File: src/rtl/uart_tx.sv
// uart_tx: byte-wide valid/ready UART transmitter.
// The frame is 8-N-1. Define UART_TX_PARITY_EN to insert an even-parity bit (8-E-1).
// The bit period is 'baud' clk cycles. A baud value of 0 runs as 1.
// The period is latched when a byte is accepted.
//
//   state    | meaning
//   ---------+------------------------------------------------------
//   S_IDLE   | line high, ready when tx_en; tx_done pulses here after STOP
//   S_START  | start bit (line low) for one period
//   S_DATA   | 8 data bits LSB first, one period each
//   S_PARITY | even parity of the latched byte (UART_TX_PARITY_EN only)
//   S_STOP   | stop bit (line high) for one period
module uart_tx (
  input  logic        clk,
  input  logic        rst,
  input  logic [19:0] baud,
  input  logic        tx_en,
  input  logic [7:0]  tx_data,
  input  logic        tx_valid,
  output logic        tx_ready,
  output logic        tx_out,
  output logic        tx_busy,
  output logic        tx_done
);

  typedef enum logic [2:0] {
    S_IDLE   = 3'd0,
    S_START  = 3'd1,
    S_DATA   = 3'd2,
    S_PARITY = 3'd3,
    S_STOP   = 3'd4
  } state_t;

  state_t      r_state;
  state_t      w_state_nxt;
  logic [7:0]  r_shift;
  logic [7:0]  w_shift_nxt;
  logic [19:0] r_period;
  logic [19:0] r_cnt;
  logic [2:0]  r_bit;
  logic        r_tx_out;
  logic        r_done;
  logic        w_line_nxt;
  logic        w_ready;
  logic        w_accept;
  logic        w_tick;
`ifdef UART_TX_PARITY_EN
  logic        r_parity;
`endif

  assign w_ready  = (r_state == S_IDLE) && tx_en && !rst;
  assign w_accept = tx_valid && w_ready;
  assign w_tick   = (r_cnt == (r_period - 20'd1));

  // State register plus the frame datapath (shifter, bit timer, line register)
  always_ff @(posedge clk) begin
    if (rst) begin
      r_state  <= S_IDLE;
      r_shift  <= 8'd0;
      r_period <= 20'd1;
      r_cnt    <= 20'd0;
      r_bit    <= 3'd0;
      r_tx_out <= 1'b1;
      r_done   <= 1'b0;
`ifdef UART_TX_PARITY_EN
      r_parity <= 1'b0;
`endif
    end else begin
      r_state  <= w_state_nxt;
      r_shift  <= w_shift_nxt;
      r_tx_out <= w_line_nxt;
      r_done   <= (r_state == S_STOP) && w_tick;
      if (w_accept) begin
        r_period <= (baud == 20'd0) ? 20'd1 : baud;
        r_cnt    <= 20'd0;
        r_bit    <= 3'd0;
`ifdef UART_TX_PARITY_EN
        r_parity <= ^tx_data;
`endif
      end else if (r_state != S_IDLE) begin
        r_cnt <= w_tick ? 20'd0 : r_cnt + 20'd1;
        if ((r_state == S_DATA) && w_tick) r_bit <= r_bit + 3'd1;
      end
    end
  end

  // Next-state logic: every bit advances on the terminal count of the bit timer
  always_comb begin
    w_state_nxt = r_state;
    case (r_state)
      S_IDLE:   if (w_accept) w_state_nxt = S_START;
      S_START:  if (w_tick) w_state_nxt = S_DATA;
`ifdef UART_TX_PARITY_EN
      S_DATA:   if (w_tick && (r_bit == 3'd7)) w_state_nxt = S_PARITY;
      S_PARITY: if (w_tick) w_state_nxt = S_STOP;
`else
      S_DATA:   if (w_tick && (r_bit == 3'd7)) w_state_nxt = S_STOP;
`endif
      S_STOP:   if (w_tick) w_state_nxt = S_IDLE;
      default:  w_state_nxt = S_IDLE;
    endcase
  end

  // Output logic: the line value is computed for the next state, so tx_out comes straight from a flop
  always_comb begin
    w_shift_nxt = r_shift;
    if (w_accept)
      w_shift_nxt = tx_data;
    else if ((r_state == S_DATA) && w_tick)
      w_shift_nxt = {1'b0, r_shift[7:1]};

    w_line_nxt = 1'b1;
    case (w_state_nxt)
      S_START:  w_line_nxt = 1'b0;
      S_DATA:   w_line_nxt = w_shift_nxt[0];
`ifdef UART_TX_PARITY_EN
      S_PARITY: w_line_nxt = r_parity;
`endif
      default:  w_line_nxt = 1'b1;
    endcase
  end

  assign tx_ready = w_ready;
  assign tx_out   = r_tx_out;
  assign tx_busy  = (r_state != S_IDLE);
  assign tx_done  = r_done;

endmodule

File: config.mk
export PLATFORM = sky130hd
export DESIGN_NAME = uart_tx
export DESIGN_NICKNAME = d
export VERILOG_FILES = /design/src/rtl/uart_tx.sv
export SDC_FILE = /design/constraint.sdc
export NUM_CORES = 1
export LEC_CHECK = 0
export ABC_AREA = 0
export BUFFER_PORTS_ARGS = -buffer_cell sky130_fd_sc_hd__buf_2
export CAP_MARGIN = 15
export CORE_UTILIZATION = 30
export CTS_BUF_LIST = sky130_fd_sc_hd__clkbuf_4
export DETAILED_ROUTE_END_ITERATION = 16
export GPL_TIMING_DRIVEN = 0
export SETUP_SLACK_MARGIN = 0.1
export SYNTH_ARGS = -nofsm -noshare
export SYNTH_HDL_FRONTEND = slang
export SYNTH_SLANG_ARGS = --single-unit
File: constraint.sdc
create_clock -name clk -period 3.4 [get_ports clk]
set_input_delay 0.68 -clock clk [delete_from_list [all_inputs] [get_ports clk]]
set_output_delay 0.68 -clock clk [all_outputs]
set_load 0.1 [all_outputs]
# Word level (Yosys, flattened, before mapping)
# Cells that the tools add are included.
word_totals:
  ff_bits: 56
  input_bits: 32
  word_cells: 41
op_classes:
  n_addsub: 3
  eq_ne: 7
  muxes: 10
  n_reduce_logical: 13
op_table:
  columns: ["operator", "count"]
  rows:
  - ["20-bit two-way mux", 2]
  - ["20-bit by 1-bit adder with 20-bit output (second input constant)", 1]
  - ["20-bit equality test", 1]
  - ["20-bit logical NOT", 1]
  - ["20-bit by 1-bit subtractor with 20-bit output (second input constant)", 1]
  - ["8-bit two-way mux", 2]
  - ["3-bit two-way mux", 4]
  - ["3-bit case mux with 4 select lines", 1]
  - ["3-bit by 1-bit equality test with 1-bit output (second input constant)", 2]
  - ["3-bit by 2-bit equality test with 1-bit output (second input constant)", 2]
  - ["3-bit equality test (second input constant)", 2]
  - ["1-bit logical AND", 6]
  - ["3-bit by 1-bit adder with 3-bit output (second input constant)", 1]
  - ["3-bit logical NOT", 1]
  - ["3-bit nonzero test", 1]
  - ["1-bit case mux with 2 select lines", 1]
  - ["2-bit AND reduction", 1]
  - ["2-bit nonzero test", 1]
  - ["2-bit OR reduction", 1]
  - ["1-bit logical NOT", 1]

# Depth between registers and ports, before layout
# Gate-level depths: netlist of the first run.
depth:
  depth_word: 8
  ltp_mapped: 11
  ltp_nobuf: 10

# Worst setup path after synthesis of the first run
# OpenSTA, ideal clock, no wires.
synth_timing:
  kind: "register to register"
  from: "register r_state[0]"
  to: "register r_tx_out (netlist: tx_out)"
  t_arrival_ps: 4690
  t_required_ps: 3282
  slack_ps: -1408
  path_stages_with_launch: 10
  n_path_buf: 1
  cell_sequence: "dfxtp_1 > clkbuf_1 > nor3_1 > inv_2 > nor3b_1 > and2_1 > nor3_1 > a2111oi_0 > o41a_1 > o21ai_1"
synth_between:
  elab_chain_len: 8
synth_rtl:
  columns: ["element", "line_no", "rtl"]
  rows:
  - ["from (decl)", "34", "state_t r_state;"]
  - ["from (signal assigned)", "69", "r_state <= w_state_nxt;"]
  - ["3-bit logical NOT (*)", "51", "assign w_ready = (r_state == S_IDLE) && tx_en && !rst;"]
  - ["1-bit logical AND (*) (2 in a row)", "51", null]
  - ["net tx_ready", "20", "output logic tx_ready,"]
  - ["1-bit logical AND (*)", "52", "assign w_accept = tx_valid && w_ready;"]
  - ["3-bit two-way mux", "91", "S_IDLE: if (w_accept) w_state_nxt = S_START;"]
  - ["3-bit case mux with 4 select lines", "90", "case (r_state)"]
  - ["3-bit by 2-bit equality test with 1-bit output or 3-bit by 1-bit equality test with 1-bit output (tied branches)", "113", "case (w_state_nxt)"]
  - ["1-bit case mux with 2 select lines (*)", "113", null]
  - ["to (signal assigned)", "71", "r_tx_out <= w_line_nxt;"]
  - ["to (decl)", "41", "logic r_tx_out;"]
# Mark *: on every way through the listed nets, which the timed path passes. The rest lies on a longest branch. The select of a mux whose other input is x is not followed.
# A chain may end at the register's enable or synchronous reset.

# Final worst setup path of the first run
layout_timing:
  from: "register r_state[0]"
  to: "output port tx_ready"
layout_between:
  elab_chain_len: 3
layout_rtl:
  columns: ["element", "line_no"]
  rows:
  - ["3-bit logical NOT", "51"]
  - ["1-bit logical AND (2 in a row)", "51"]
  - ["to (decl)", "20"]
# Every way passes these cells.

==> metrics.md, run 1 <==
| Metric | Value |
|---|---|
| Synth area leaders | dfxtp_1 35%, xnor2_1 6.5%, nand2_1 5.5% |
| GP Congestion | 0.839 |
| Largest net degree at the start of global routing | 19 |
| Critical Setup Path Class | register to primary output |
| Slowest-stage cell, CP | nor3_1 |
| Vias per inst | 4.98 |
| Minimum clock period | 3.06 ns |
| Register area share after synthesis | 0.348 |
| Max VDD drop | 209 uV |
| Synthesized-area fraction occupied by adder cells | 0.0155 |
| Tcrit/Tclk final | 0.900 |
| Die Wd | 106 um |
| Maxcap violations | 0 |
| Startpoint Class | register |
| CTS Buffer Depth | 2 |
| Data arrival, critical path | 2.38 ns |
| WP data required | 2.72 ns |
| Max-slew headroom | 0.596 |
| Total CTS buffers | 5 |
| Syn Area/Cell | 8.29 um2 |
| EDFF count, synth | 0 |
| Root Driver | clkbuf_4 |
| Final std cells w/o fill | 571 |
| Number of global-route vias before repair | 2659 |
| Detailed placer's ending HPWL | 5.66 mm |
| Fin. Hold Viols | 0 |
| PwrDens | 352 nW/um2 |
| Hold path start | r_bit[1] |
| Area Growth Syn to Fin | 13.7% |
| Nets | 470 |
| Synth Area in Simple Gates | 0.339 |
| R2r startpoint | r_period[1] |
| Count of different cell masters after synthesis | 61 |
| Leakage power | 1.38 nW |
| Hold WC Path Type | register to register |
| Setup tns final | 0 ns |
| CP cell instances | clkbuf_1 -> nor3_1 -> inv_2 -> nor3b_4 -> buf_2 |
| Crit end category | primary output |
| Area of the die | 11200 um2 |
| Mux share of post-synthesis cell area | 0.0283 |
| Routed wire length | 7.47 mm |
| Synth Area in Compound Gates | 0.118 |
| FFs w/ async S/R, synth | 0 |
| Yosys top cell by area | dfxtp_1 |
| Die Y | 106 um |
| H-Tree Depth | 2 |
| Total track usage | 0.140 |
| Largest family of logic cells by synthesized area | simple AND/OR/NAND/NOR gates |
| CTS sink cnt | 56 |
| XOR/XNOR share of the synthesized area | 0.119 |
| Netlist Area Pre-Place | 3230 um2 |
| Routed WL per cell | 13.1 um |
| Fillers | 1102 |
| Grt total ovfl | 0 |
| I/O Buffers | 35 |
| Crit path launch | r_state[0] |
| Layout cell share with drive strength beyond 1 | 0.163 |
| Global-route wire length before repair | 12.6 mm |
| Buffers plus inverters on the worst setup path | 3 |
| Worst-margin pin slew | 0.601 ns |
| DR iter-0 viols | 141 |
| RSZ-0062 raised after global routing | false |
| Post-Route Skew | 0.0189 ns |
| # placed instances | 560 |
| Core box area | 10400 um2 |
| Ant diodes | 0 |
| Total number of yosys warnings | 0 |
| DRC | 0 |
| Vias after detailed routing | 2842 |
| Leading register cell type out of synthesis | dfxtp_1 |
| Clock-pin slew on the worst setup and hold paths | 0.17 ns |
| I/O pins | 36 |
| Top delay family on crit path | buffers and inverters |
| Initial antenna violation count | 0 |
| DRT antenna net count | 0 |
| Initial Utilization | 0.311 |
| Syn_nets | 425 |
| Core Rows | 37 |
| CTS tree | built |
| Post-synth top area share | 0.348 |
| #FFs+latches synth | 56 |
| Fmax achieved | 0.327 GHz |
| Largest stage delay on the critical path | 0.56 ns |
| CP max FO | 10 |
| Final setup viols | 0 |
| Status | finished, final reports clean |
| Drt pass-1 iters | 4 |
| Gate count of the mapped netlist | 389 |
| Pins Over Slew Limit | 0 |
| Skew-Pair Late Insertion Delay | 0.39 ns |
registers in the layout, summed over array words and instances, names as in the netlist:
| signal | flops |
|---|---|
| r_cnt | 20 |
| r_bit | 3 |
| tx_out | 1 |
| r_period | 20 |
| r_state | 3 |
| r_shift | 8 |
| tx_done | 1 |
repair_timing:
action                                  in CTS  in global routing
buffers inserted                             0                  3
endpoints found under the setup margin       0                  9
resized for setup                            0                  1
hold buffers                                 0                  0
hold endpoints to repair                     0                  0
layout by cell type (no fill, tap or decap), drive strengths merged, types with 2 or more instances in the layout:
cell type and n:
nor3b 2, ha 4, xor2 20, or2b 2
nor3 12, nor2b 3, and4b 2, nor4b 3
or3 3, and2 10, a211oi 2, and4 2
nand2b 19, a31oi 3, buf 44, a21oi 17
xnor2 24, inv 11, nor4 14, nor2 40
nand2 47, clkbuf 15, nand4 13, o21ai 24
and3 5, nand3 11, dfxtp 56, mux2i 8
logic make-up (layout without fill, tap and decap cells):
kind of cell             after synthesis  count (layout)
flip-flops                            56              56
multiplexers                           9               9
XOR/XNOR                              44              44
adder cells (fa/ha/maj)                4               4
buffers and inverters                 24              70
AO/OA/AOI/OAI                         60              60
AND/OR/NAND/NOR                      192             192
worst paths after layout:
path / slack, ns / endpoint / depth (start not counted)
worst max-delay path: 0.34 / tx_ready / 5
worst min-delay path: 0.48 / r_bit[1] / 2
worst max register to register: 0.35 / r_cnt[14] / 11
worst min register to register: 0.48 / r_bit[1] / 2
cell usage after synthesis, types with 10 or more instances:
cell / count
dfxtp_1: 56
a21oi_1: 17
xnor2_1: 24
xor2_1: 20
nand2b_1: 19
nor2_1: 40
o21ai_0: 23
nand3_1: 10
nand4_1: 10
nor4_1: 10
nand2_1: 47
nor3_1: 11
layer usage:
metal	wire (um)	GRT usage	share of wire	vias to the layer above
met2	3440	0.230	0.46	50
met5	0	0	0	-
met4	87	0.0357	0.012	0
li1	-	-	-	1451
met1	3760	0.190	0.50	1335
met3	180	0.0210	0.024	6
stage by stage:
stage | cell area [um2] | worst slack, ns | util | total power [mW] | hold WS (ns)
final | 3670 | 0.339 | 0.354 | 1.29 | 0.478
after global routing | 3670 | 0.156 | 0.354 | 1.36 | 0.477
after CTS | 3640 | 0.239 | 0.351 | 1.30 | 0.474
after detailed placement | 3580 | 0.314 | 0.345 | 0.983 | 0.453
after global placement | 3580 | 0.328 | 0.345 | 0.979 | 0.443
after floorplan | 3240 | 0.111 | - | 0.912 | 0.436
area by class of cell:
type                    count  area, um2  area share
plain buffers              15       70.1      0.0191
clock buffers               6       45.0      0.0123
clock inverters             2       17.5     0.00477
inverters                   9       33.8     0.00921
multi-input cells         309       2010       0.548
flip-flops and latches     56       1120       0.306
well taps                 136        170      0.0464
repair buffers             38        198      0.0539
worst register-to-register path, stage by stage (launching register included):
cell	delay [ns]
dfxtp_1	0.43
inv_1	0.09
ha_1	0.23
nor2b_1	0.14
or3_1	0.36
a31oi_1	0.27
nor4bb_1	0.31
and4b_1	0.29
nand4_4	0.21
o21bai_4	0.30
buf_2	0.26
nor2_1	0.07
where the power goes:
| group | leakage, nW | switching, mW | internal [mW] |
|---|---|---|---|
| clock network | 0.0367 | 0.219 | 0.0952 |
| logic | 0.891 | 0.158 | 0.113 |
| registers | 0.454 | 0.0288 | 0.677 |
| total | 1.38 | 0.405 | 0.885 |
(Power assumes the default switching activity.)
==> inputs of run 2 (changes only) <==
--- a/config.mk
+++ b/config.mk
@@ -8,10 +8,11 @@
 export ABC_AREA = 0
 export BUFFER_PORTS_ARGS = -buffer_cell sky130_fd_sc_hd__buf_2
 export CAP_MARGIN = 15
-export CORE_UTILIZATION = 30
+export CORE_UTILIZATION = 60
 export CTS_BUF_LIST = sky130_fd_sc_hd__clkbuf_4
 export DETAILED_ROUTE_END_ITERATION = 16
 export GPL_TIMING_DRIVEN = 0
+export PLACE_DENSITY = 0.81
 export SETUP_SLACK_MARGIN = 0.1
 export SYNTH_ARGS = -nofsm -noshare
 export SYNTH_HDL_FRONTEND = slang
==> metrics.md, run 2 (synthesis gave the netlist of run 1 again) <==
| Metric | Value |
|---|---|
| Leakage power | 1.38 nW (-0.36%) |
| I/O Buffers | 35 (unchanged) |
| Critical Setup Path Class | register to register |
| Clock-pin slew on the worst setup and hold paths | 0.18 ns (about the same) |
| Most common cell after layout, fill and taps aside | dfxtp_1 |
| CTS tree | built |
| H-Tree Depth | 2 (unchanged) |
| Post-CTS Hold Fix Bufs | 0 (unchanged) |
| Fin. Hold Viols | 0 (unchanged) |
| RSZ-0062 raised after global routing | false |
| Placed instance area | 3500 um2 (-2.3%) |
| Skew-Pair Late Insertion Delay | 0.39 ns (about the same) |
| Largest net degree at the start of global routing | 20 (+1) |
| Total track usage | 0.262 (+0.122) |
| Global-route wire length before repair | 11.2 mm (-11%) |
| Nets | 470 (unchanged) |
| Initial antenna violation count | 0 (unchanged) |
| Final setup viols | 0 (unchanged) |
| Vias after detailed routing | 2829 (-0.46%) |
| Layout cell share with drive strength beyond 1 | 0.163 (unchanged) |
| Fillers | 456 (-59%) |
| Detailed placer's ending HPWL | 5.39 mm (-4.8%) |
| Fin area | 3590 um2 (-2.3%) |
| WP data required | 3.68 ns (+0.96 ns) |
| Routed wire length | 7.04 mm (-5.7%) |
| PwrDens | 360 nW/um2 (+2.3%) |
| Data arrival, critical path | 3.41 ns (+1.03 ns) |
| Worst-margin pin slew | 0.600 ns (-0.000587 ns) |
| Post-Route Skew | 0.0236 ns (+0.00471 ns) |
| DRT antenna net count | 0 (unchanged) |
| Pins Over Slew Limit | 0 (unchanged) |
| Setup tns final | 0 ns (unchanged) |
| FF+latch area | 1120 um2 (unchanged) |
| Ant diodes | 0 (unchanged) |
| Fmax achieved | 0.320 GHz (-2.1%) |
| Die Y | 75.3 um (-29%) |
| DR iter-0 viols | 192 (+36%) |
| WHS | 0.468 ns (-0.00997 ns) |
| Tcrit/Tclk final | 0.920 (+0.0192) |
| Minimum clock period | 3.13 ns (+0.0654 ns) |
| Crit end category | register |
| Grt total ovfl | 0 (unchanged) |
| CTS sink cnt | 56 (unchanged) |
| Drt pass-1 iters | 4 (unchanged) |
| I/O pins | 36 (unchanged) |
| Vias per inst | 5.60 (+13%) |
| Hold WC Path Type | register to register |
| DRC | 0 (unchanged) |
| Initial Utilization | 0.628 (+0.317) |
| Root Driver | clkbuf_4 |
| Routed WL per cell | 13.9 um (+6.6%) |
| Number of global-route vias before repair | 2435 (-8.4%) |
| Biggest regs | r_cnt: 20 flops, r_period: 20 flops, r_shift: 8 flops |
| Commonest non-fill, non-tap cells in the layout | 55 x dfxtp_1, 47 x nand2_1, 40 x nor2_1, 40 x buf_2, 24 x xnor2_1 |
| Total CTS buffers | 5 (unchanged) |
| Multi-input gate area | 2010 um2 (unchanged) |
| Maxcap violations | 0 (unchanged) |
| GP Congestion | 0.882 (+5.1%) |
| Die Wd | 75.3 um (-29%) |
| Max-slew headroom | 0.596 (about the same) |
| CTS Buffer Depth | 2 (unchanged) |
| CP max FO | 10 (unchanged) |
| Core Rows | 26 (-30%) |
| Status | finished, final reports clean |
| Max VDD drop | 290 uV (+39%) |
| Area of the die | 5670 um2 (-49%) |
| Startpoint Class | register |
| Area Growth Syn to Fin | 11.2% |
| Core box area | 5140 um2 (-50%) |
## run 2: cell count changes in the layout (fill, tap and decap cells not counted)
cell | previous run | this run
clkbuf_4 | 6 | 5
clkinvlp_4 | 0 | 1
## run 2: layout make-up
class | count | area share
tap | 70 | 0.0244
buffer | 15 | 0.0195
clock inverter | 3 | 0.00698
clock buffer | 5 | 0.0105
sequential | 56 | 0.313
timing repair buffer | 38 | 0.0551
inverter | 9 | 0.00942
multi-input combinational | 309 | 0.561
## run 2: worst paths after layout
path / startpoint / end / depth (start not counted) / slack [ns]
max: r_period[0] / r_cnt[11] / 11 / 0.27
min reg2reg: r_bit[1] / r_bit[1] / 2 / 0.47
max reg2reg: r_period[0] / r_cnt[11] / 11 / 0.27
min: r_bit[1] / r_bit[1] / 2 / 0.47
## run 2: power breakdown
group          switching (mW)  internal, mW
Sequential             0.0274         0.677
Clock                   0.229        0.0864
Combinational           0.158         0.113
Total                   0.414         0.876
## run 2: per-layer routing
metal	vias up	track usage	wire [um]
met3	4	0.0569	455
met4	0	0.0556	46
li1	1447	-	-
met1	1301	0.371	3340
met2	77	0.413	3200
met5	-	0	0
## run 2: worst max-delay path, stage by stage (launching register included)
cell and delay [ns]:
dfxtp_2 0.45, inv_1 0.06, ha_1 0.25, nor2b_1 0.15
or3_1 0.35, a31oi_1 0.32, nor4bb_1 0.30, and4b_1 0.28
nand4_4 0.20, o21bai_4 0.32, buf_2 0.26, nor2_1 0.07
## run 2: stage by stage
| stage | cells | utilization | power [mW] | setup slack [ns] |
|---|---|---|---|---|
| floorplan | 389 | - | 0.912 | 0.111 |
| global placement | 494 | 0.681 | 0.975 | 0.286 |
| detailed placement | 494 | 0.681 | 0.982 | 0.236 |
| CTS | 502 | 0.693 | 1.29 | 0.198 |
| global route | 505 | 0.698 | 1.35 | 0.0999 |
| finish | 505 | 0.698 | 1.29 | 0.274 |
## run 2: repair_timing
action                                  CTS  global route
resized for setup                         0             1
endpoints found under the setup margin    0            10
buffers inserted                          0             3
==> inputs of run 3 (changes only) <==
--- a/config.mk
+++ b/config.mk
@@ -8,11 +8,11 @@
 export ABC_AREA = 0
 export BUFFER_PORTS_ARGS = -buffer_cell sky130_fd_sc_hd__buf_2
 export CAP_MARGIN = 15
-export CORE_UTILIZATION = 60
+export CORE_UTILIZATION = 61
 export CTS_BUF_LIST = sky130_fd_sc_hd__clkbuf_4
 export DETAILED_ROUTE_END_ITERATION = 16
 export GPL_TIMING_DRIVEN = 0
-export PLACE_DENSITY = 0.81
+export PLACE_DENSITY = 0.83
 export SETUP_SLACK_MARGIN = 0.1
 export SYNTH_ARGS = -nofsm -noshare
 export SYNTH_HDL_FRONTEND = slang
==> constraint.sdc (replaced) <==
create_clock -name clk -period 3.4 [get_ports clk]
set_input_delay 0.68 -clock clk [delete_from_list [all_inputs] [get_ports clk]]
set_output_delay 0.68 -clock clk [all_outputs]
set_load 0.01 [all_outputs]
==> metrics.md, run 3 (synthesis gave the netlist of run 1 again) <==
| Metric | Value |
|---|---|
| Vias after detailed routing | 2951 (+4.3%) |
| Die Wd | 74.7 um (-0.80%) |
| I/O Buffers | 35 (unchanged) |
| Ant diodes | 0 (unchanged) |
| Placed instance area | 3490 um2 (-0.32%) |
| Pins Over Slew Limit | 0 (unchanged) |
| Worst R2R End | r_cnt[12] |
| Nets | 473 (+0.64%) |
| DRC | 0 (unchanged) |
| Core box area | 5110 um2 (-0.63%) |
| Sequential share of power | 0.551 (+0.005) |
| Routed wire length | 7.58 mm (+7.6%) |
| Routed WL per cell | 14.9 um (+7.0%) |
| Total power | 1.28 mW (-0.93%) |
| Biggest regs | r_cnt: 20 flops, r_period: 20 flops, r_shift: 8 flops |
| DRT antenna net count | 0 (unchanged) |
| Worst-margin pin slew | 0.658 ns (+0.0574 ns) |
| Layout cell share with drive strength beyond 1 | 0.169 (+0.00573) |
| Max-slew headroom | 0.558 (-0.0379) |
| Maxcap violations | 0 (unchanged) |
| CTS tree | built |
| CP max FO | 10 (unchanged) |
| Fmax achieved | 0.323 GHz (+0.98%) |
| Top sig layer | met4 |
| Top delay family on crit path | simple AND/OR/NAND/NOR gates |
| Psw | 395 uW (-4.7%) |
| Comb pwr share | 0.209 (about the same) |
| WP data required | 3.69 ns (about the same) |
| Global-route wire length before repair | 11.6 mm (+4.0%) |
| Commonest non-fill, non-tap cells in the layout | 55 x dfxtp_1, 47 x nand2_1, 40 x nor2_1, 40 x buf_2, 24 x xnor2_1 |
| R2r startpoint | r_period[1] |
| Switch share | 0.309 (-0.0121) |
| Number of global-route vias before repair | 2557 (+5.0%) |
| Area of the die | 5580 um2 (-1.6%) |
| Root Driver | clkbuf_4 |
| Most common cell after layout, fill and taps aside | dfxtp_1 |
| Setup slack, reg-to-reg | 0.30 ns (+0.03 ns) |
| Area Growth Syn to Fin | 11.7% |
| Setup tns final | 0 ns (unchanged) |
| Initial antenna violation count | 0 (unchanged) |
| Total CTS buffers | 5 (unchanged) |
| Status | finished, final reports clean |
| Total track usage | 0.275 (+0.0130) |
| Wire length on met2 | 3.54 mm (+11%) |
| Hold path start | r_bit[1] |
| Cells on worst reg2reg path | 11 (unchanged) |
| Largest stage delay on the critical path | 0.43 ns (-0.02 ns) |
| Buffers plus inverters on the worst setup path | 2 (unchanged) |
| Data arrival, critical path | 3.39 ns (-0.02 ns) |
| Skew-Pair Late Insertion Delay | 0.39 ns (about the same) |
| Drt pass-1 iters | 5 (+1) |
| Slowest-stage cell, CP | dfxtp_1 |
| Fin. Hold Viols | 0 (unchanged) |
| Die Y | 74.7 um (-0.80%) |
| Leakage power | 1.39 nW (+0.80%) |
| Fillers | 402 (-12%) |
| DR WL met3 | 412 um (-9.5%) |
| DR iter-0 viols | 227 (+18%) |
| Final std cells w/o fill | 508 (+0.59%) |
| Wl on met1 | 3.44 mm (+2.9%) |
| Post-CTS Hold Fix Bufs | 0 (unchanged) |
| Detailed placer's ending HPWL | 5.57 mm (+3.4%) |
| Clock-pin slew on the worst setup and hold paths | 0.17 ns (about the same) |
| Largest net degree at the start of global routing | 18 (-10%) |
| H-Tree Depth | 2 (unchanged) |
| Worst Hold End | r_bit[1] |
| I/O pins | 36 (unchanged) |
| Vias per inst | 5.81 (+3.7%) |
| Minimum clock period | 3.10 ns (-0.0302 ns) |
| Internal power | 884 uW (+0.83%) |
| CTS Buffer Depth | 2 (unchanged) |
| Core Rows | 26 (unchanged) |
| Clock share of power | 0.241 (-0.003) |
| RSZ-0062 raised after global routing | false |
| CP cell instances | inv_1 -> ha_1 -> nor2b_1 -> or3_1 -> a31oi_2 -> nor4bb_1 -> and4b_1 -> nand4_4 -> o21bai_4 -> buf_2 -> nor2_1 |
| Startpoint Class | register |
| Critical path depth | 11 (unchanged) |
| CTS sink cnt | 56 (unchanged) |
| Critical Setup Path Class | register to register |
| Hold WC Path Type | register to register |
| Fin area | 3600 um2 (+0.45%) |
| GP Congestion | 0.860 (-2.5%) |
| Initial Utilization | 0.632 (+0.00400) |
| Grt total ovfl | 0 (unchanged) |
| Tcrit/Tclk final | 0.911 (-0.00888) |
| PwrDens | 355 nW/um2 (-1.4%) |
| Final setup viols | 0 (unchanged) |
| Max VDD drop | 217 uV (-25%) |
| Post-Route Skew | 0.0167 ns (-0.00692 ns) |
| Crit end category | register |
| # placed instances | 494 (unchanged) |
| Hold Path Stages | 2 (unchanged) |
## run 3: routing by layer
layer  vias up  track usage
li1       1460            -
met1      1370        0.387
met2       100        0.418
met3        21       0.0495
met4         0        0.109
met5         -            0
## run 3: layout make-up
class                           count  area, um2  area share
Multi-Input combinational cell    309       2010       0.557
Inverter                            9       33.8     0.00938
Tap cell                           70       87.6      0.0243
Buffer                             15       70.1      0.0195
Sequential cell                    56       1120       0.312
Clock inverter                      2       16.3     0.00452
Timing Repair Buffer               41        220      0.0611
Clock buffer                        6       45.0      0.0125
## run 3: power by group through the flow
stage          clock network (mW)  registers [mW]  logic [mW]
2_1_floorplan                   0           0.710       0.184
3_3_place_gp                    0           0.716       0.242
3_5_place_dp                    0           0.717       0.250
4_1_cts                     0.308           0.703       0.252
5_1_grt                     0.337           0.707       0.290
6_report                    0.308           0.704       0.267
## run 3: worst min-delay path, cell delays in order (launching register included)
cell and delay, ns:
dfxtp_1 0.34, nand2_1 0.05, a21oi_1 0.05
## run 3: worst max-delay path by stage
stage	startpoint	end	slack, ns
4_1_cts	r_period[0]	r_cnt[12]	0.17
5_1_grt	r_period[1]	r_cnt[16]	0.13
3_3_place_gp	r_period[0]	r_cnt[19]	0.27
3_5_place_dp	r_period[0]	r_cnt[10]	0.22
2_1_floorplan	r_period[0]	r_state[2]	0.74
6_report	r_period[1]	r_cnt[12]	0.30
## run 3: through the flow
| step | setup slack [ns] | hold slack (ns) | utilization |
|---|---|---|---|
| floorplan | 0.741 | 0.436 | - |
| global placement | 0.273 | 0.443 | 0.683 |
| detailed placement | 0.215 | 0.451 | 0.683 |
| CTS | 0.172 | 0.470 | 0.695 |
| global route | 0.126 | 0.480 | 0.705 |
| finish | 0.304 | 0.467 | 0.705 |
## run 3: what timing repair did
action                     in CTS  in global routing
setup endpoints to repair       0                 11
setup buffers                   0                  6
resized for setup               0                  2
hold endpoints to repair        0                  0
